[config.mk]
export PLATFORM = sky130hd
export DESIGN_NAME = timer_ctrl
export DESIGN_NICKNAME = d
export VERILOG_FILES = /design/src/rtl/timer_ctrl.sv
export SDC_FILE = /design/constraint.sdc
export NUM_CORES = 1
export LEC_CHECK = 0
export ABC_AREA = 0
export BUFFER_PORTS_ARGS = -buffer_cell sky130_fd_sc_hd__buf_2
export CORE_MARGIN = 2
export CORE_UTILIZATION = 35
export CTS_CLUSTER_SIZE = 24
export DETAILED_ROUTE_END_ITERATION = 8
export PLACE_DENSITY = 0.64
export SLEW_MARGIN = 20
export SYNTH_ARGS = -nofsm -noshare
export SYNTH_HDL_FRONTEND = slang
export SYNTH_SLANG_ARGS = --single-unit
[constraint.sdc]
create_clock -name clk -period 3.59 [get_ports clk]
set_input_delay 0.359 -clock clk [delete_from_list [all_inputs] [get_ports clk]]
set_output_delay 0.359 -clock clk [all_outputs]
set_load 0.005 [all_outputs]
[src/rtl/timer_ctrl.sv]
// rtl/timer_ctrl.sv - microwave countdown sequencer: keypad preset, load, 1 Hz enable, magnetron gating
// Drives the external BCD down-counter chain; the time count itself lives in the chain.
module timer_ctrl #(
  parameter int TICK_DIV    = 100,
  parameter int DONE_CYCLES = 8
) (
  input  logic       clk,
  input  logic       clrn,
  input  logic       key_valid,
  input  logic [3:0] key_digit,
  input  logic       start,
  input  logic       stop,
  input  logic       door_closed,
  input  logic       zero_all,
  output logic [3:0] data_min,
  output logic [3:0] data_tens,
  output logic [3:0] data_ones,
  output logic       loadn,
  output logic       cnt_en,
  output logic       timer_clrn,
  output logic       mag_on,
  output logic       done,
  output logic       key_err
);

  localparam int PW = $clog2(TICK_DIV);
  localparam int DW = $clog2(DONE_CYCLES + 1);
  localparam logic [PW-1:0] PRESC_LAST = PW'(TICK_DIV - 1);
  localparam logic [DW-1:0] DONE_LAST  = DW'(DONE_CYCLES - 1);

  typedef enum logic [2:0] {
    S_IDLE, S_ENTRY, S_LOAD, S_RUN, S_PAUSE, S_DONE
  } state_t;

  state_t        state, state_nx;
  logic [PW-1:0] presc, presc_nx;
  logic [DW-1:0] dcnt, dcnt_nx;
  logic [3:0]    min_nx, tens_nx, ones_nx;
  logic          loadn_nx, cnt_en_nx, key_err_nx;
  logic          clr_n, clr_n_nx;
  logic          tick, preset_nz, key_ok;

  assign tick      = (presc == PRESC_LAST);
  assign preset_nz = |{data_min, data_tens, data_ones};
  // ones shifts into the seconds-tens slot next, so it must already be a legal 0..5
  assign key_ok    = (key_digit <= 4'd9) && (data_ones <= 4'd5);

  // Chain clear follows the external reset as well as the internal cancel pulse
  assign timer_clrn = clrn & clr_n;

  always_comb begin
    state_nx   = state;
    presc_nx   = presc;
    dcnt_nx    = dcnt;
    min_nx     = data_min;
    tens_nx    = data_tens;
    ones_nx    = data_ones;
    loadn_nx   = 1'b1;
    cnt_en_nx  = 1'b0;
    key_err_nx = 1'b0;
    clr_n_nx   = 1'b1;

    case (state)
      S_IDLE, S_ENTRY: begin
        if (start && preset_nz && door_closed) begin
          state_nx = S_LOAD;
        end else if (key_valid) begin
          if (key_ok) begin
            min_nx   = data_tens;
            tens_nx  = data_ones;
            ones_nx  = key_digit;
            state_nx = S_ENTRY;
          end else begin
            key_err_nx = 1'b1;
          end
        end
      end
      S_LOAD: begin
        state_nx = S_RUN;
        presc_nx = '0;
      end
      S_RUN: begin
        // stop/door win over a coincident tick; the tick is simply dropped
        if (stop || !door_closed) begin
          state_nx = S_PAUSE;
        end else if (tick) begin
          presc_nx = '0;
          if (zero_all) begin
            state_nx = S_DONE;
            dcnt_nx  = '0;
          end else begin
            cnt_en_nx = 1'b1;
          end
        end else begin
          presc_nx = presc + 1'b1;
        end
      end
      S_PAUSE: begin
        if (stop) begin
          state_nx = S_IDLE;
          min_nx   = '0;
          tens_nx  = '0;
          ones_nx  = '0;
          clr_n_nx = 1'b0;
        end else if (start && door_closed) begin
          state_nx = S_RUN;
          presc_nx = '0;
        end
      end
      S_DONE: begin
        if (stop || dcnt == DONE_LAST) begin
          state_nx = S_IDLE;
          min_nx   = '0;
          tens_nx  = '0;
          ones_nx  = '0;
        end else begin
          dcnt_nx = dcnt + 1'b1;
        end
      end
      default: state_nx = S_IDLE;
    endcase

    if (state_nx == S_LOAD) loadn_nx = 1'b0;
  end

  always_ff @(posedge clk or negedge clrn) begin
    if (!clrn) begin
      state     <= S_IDLE;
      presc     <= '0;
      dcnt      <= '0;
      data_min  <= '0;
      data_tens <= '0;
      data_ones <= '0;
      loadn     <= 1'b1;
      cnt_en    <= 1'b0;
      mag_on    <= 1'b0;
      done      <= 1'b0;
      key_err   <= 1'b0;
      clr_n     <= 1'b1;
    end else begin
      state     <= state_nx;
      presc     <= presc_nx;
      dcnt      <= dcnt_nx;
      data_min  <= min_nx;
      data_tens <= tens_nx;
      data_ones <= ones_nx;
      loadn     <= loadn_nx;
      cnt_en    <= cnt_en_nx;
      mag_on    <= (state_nx == S_RUN);
      done      <= (state_nx == S_DONE);
      key_err   <= key_err_nx;
      clr_n     <= clr_n_nx;
    end
  end

endmodule
==> results.txt <==
The required time of the critical path is 3.76 ns. After detailed placement, the total cell area comes to 1830 µm². The sequential cells in the finished layout cover a total of 803 µm².

The clock skew after layout is 0.00423 ns. STA classifies the critical path startpoint as a flip-flop. The ratio of total power to cell area is 703 nW/µm². The synthesized netlist devotes 14.7% of its cell area to compound gates. For this run, the register share of the synthesized area comes to 49.0%.

The final layout contains routed wiring with a total length of 3430 µm. Setup repair after global routing left no endpoint under its margin. The area fraction in and, or, nand and nor cells after synthesis is 22.6%. The antenna cell count is 0. The number of maximum-capacitance violations came out at 0. The worst hold path belongs to the class in2async. For this run, design rule violations remaining after detail routing come to 0. The period utilization came out at 61.7%.

The number of global-route vias before repair came out at 1,244. The xor/xnor share of the synthesized area is 0%. Data arrives at the worst endpoint at 2.39 ns.

The maximum buffer depth of the clock tree is 2. The total negative slack is 0 ns. The number of vias per cell is 5.07. The count of final max-slew check failures was 0.

The area of all placed cells without fillers is 1920 µm². The number of buffers added for setup after CTS came out at 0. The clock latency reported for the late side of the worst-skew pair is 0.28 ns. The maximum number of pins on one net before global-route repair came out at 34. The async set or reset register ratio after synthesis came out at 100%. The growth of design area from synthesis to finish is 17.3%.

The number of vias in the routed layout came out at 1,272. The first-pass GRT wire length is 5760 µm. The library cell used most frequently in the layout, excluding fill and tap cells, is sky130_fd_sc_hd__dfrtp_1.

After the first detailed-routing iteration, the DRC count stood at 120. The die boundary height came out at 72.4 µm. The CTS clock-pin slew for the worst setup and hold paths came out at 0.06 ns.

The footprint of the multi-input gates came out at 771 µm². The number of placed cells counting well taps is 243. The layout cell share with drive strength beyond 1 is 24.6%.

The flow ran to the end, and the final reports show no timing, DRC or antenna violations. CTS built an H-tree with a depth of 2. The count of flip-flops with a built-in enable after synthesis came out at 0. For this run, the total global-route usage over all layers was measured as 14.4%. The area of the mapped netlist came out at 1640 µm².

The synthesized netlist devotes 1.53% of its cell area to adder and majority cells. The number of placement rows is 24. The hold violation count in the final report came out at 0.

The placeable core region is 4440 µm². The cell sitting at the root of the clock tree is a sky130_fd_sc_hd__clkbuf_8. The top-level port count is 29. The die is 72.4 µm wide. The number of nets with antenna violations after routing is 0.

The Yosys step of the flow raised 0 warnings. The multiplexer share of the synthesized area came out at 8.17%. Counting distinct cell types in the post-synthesis netlist gives 42. The HPWL after detailed placement came out at 2540 µm. The initial antenna violation count is 0.

The post-layout net count came out at 211. When the netlist entered floorplanning its net count stood at 178. The biggest fanout along the worst timing path is 12. The synthesized instance count is 165.

IR analysis of the VDD net gives a maximum drop of 0.226 mV. The predominant post-synthesis flop cell is sky130_fd_sc_hd__dfrtp_1. The count of non-filler cells in the finished layout came out at 251. The number of filler cells placed in the layout came out at 452. The quantity of hold-fixing buffers added after cts came out at 0. Setup violations remaining at the end of the flow were counted as 0. After global routing the overflow that remains totals 0. In the layout the commonest cells are sky130_fd_sc_hd__dfrtp_1, sky130_fd_sc_hd__buf_2, sky130_fd_sc_hd__nand2_1, sky130_fd_sc_hd__nor2_1, sky130_fd_sc_hd__inv_1. The final hold slack is 0.0863 ns. The total leakage power is 0.898 nW. The count of buffers added on input and output ports is 28. Post-CTS repair changed the size of 0 cells. The startpoint-to-endpoint class of the critical path is reg2reg. At the end of routability-driven placement, the weighted congestion stood at 0.825. After synthesis, the largest family of logic cells by area is simple AND/OR/NAND/NOR gates.

Counting flops and latches in the post-synthesis netlist gives 32. The clock net in this run drives a total of 32 sinks. TritonCTS built the clock tree. The relative max-transition margin is 50.0%. Clock tree synthesis inserted a total of 5 buffers. For the finished layout, the period the worst path requires is 2.22 ns. The synthesized area per cell is 9.93 µm². At the pin with the least slew margin, the transition time is 0.750 ns. Dividing the detail-routed wire length by the instance count gives 13.7 µm. The initial core utilization came out at 36.9%.

The die footprint came out at 5250 µm². The share of the core filled with cells in the final layout is 43.2%. STA classifies the critical path endpoint as a flip-flop. The first-pass iteration count of the detailed router is 4.

The achievable clock frequency is 451 MHz.
[report_power, final]
group / total [mW] / internal, mW / leakage [nW] / switching [mW]
logic: 0.478 / 0.219 / 0.440 / 0.258
clock network: 0.280 / 0.156 / 0.0455 / 0.124
registers: 0.594 / 0.473 / 0.412 / 0.120
[cells in the mapped netlist, drive strengths merged, types with 3 or more instances]
library cell   n  area share (%)
mux2i         10             6.1
nor4           3             1.9
nor2b          4             1.5
mux2           3             2.1
dfrtp         30              46
nor2          13             3.0
nand2         19             4.4
nand3          9             2.7
and3           4             1.5
inv           12             2.7
o21ai         11             3.4
a31oi          3             1.1
a21oi          6             2.1
nand2b         8             3.1
[final timing paths]
path,start,endpoint,slack (ns),depth (start not counted)
max,state[0],data_tens[0],1.37,5
min,clrn,data_min[1],0.09,2
max reg2reg,state[0],data_tens[0],1.37,5
min reg2reg,presc[6],presc[6],0.50,1
max in group asynchronous,clrn,clr_n,3.18,2
min in group clk,stop,clr_n,0.27,2
[routing by layer]
metal | GRT usage [%] | vias up | part of all wire [%]
met4 | 6.38 | 0 | 1.0
met1 | 19.3 | 593 | 48
met3 | 4.86 | 4 | 3.8
met5 | 0 | - | 0
li1 | - | 648 | -
met2 | 21.2 | 27 | 47
[through the flow]
step | total power [mW] | setup slack (ns)
floorplan | 0.918 | 1.76
global placement | 1.07 | 1.42
detailed placement | 1.08 | 1.40
CTS | 1.37 | 1.38
global route | 1.46 | 1.20
finish | 1.35 | 1.37
[cell type report]
class | count | share of cell area [%]
Tap cell | 52 | 3.39
Timing Repair Buffer | 29 | 7.68
Inverter | 12 | 2.34
Multi-Input combinational cell | 118 | 40.1
Clock buffer | 8 | 4.69
Sequential cell | 32 | 41.8
[kinds of logic (layout without fill, tap and decap cells)]
logic type | after synthesis | count (layout)
AO/OA/AOI/OAI | 34 | 34
flip-flops | 32 | 32
multiplexers | 13 | 13
AND/OR/NAND/NOR | 69 | 69
adder cells (fa/ha/maj) | 2 | 2
buffers and inverters | 15 | 49
[worst max-delay path: stages, from the launching register on]
cell	delay, ns
sky130_fd_sc_hd__dfrtp_1	0.48
sky130_fd_sc_hd__nor2b_1	0.21
sky130_fd_sc_hd__and3_1	0.22
sky130_fd_sc_hd__a2111oi_2	0.22
sky130_fd_sc_hd__o21a_1	0.56
sky130_fd_sc_hd__mux2_2	0.40
[flip-flops by register name (all words and copies together), names as in the netlist]
| register | count |
|---|---|
| dcnt | 4 |
| loadn | 1 |
| mag_on | 1 |
| key_err | 1 |
| clr_n | 1 |
| data_tens | 4 |
| presc | 7 |
| cnt_en | 1 |
| data_min | 4 |
| state | 3 |
| done | 1 |
| data_ones | 4 |
Note: power is estimated with default switching activity, not from simulation.
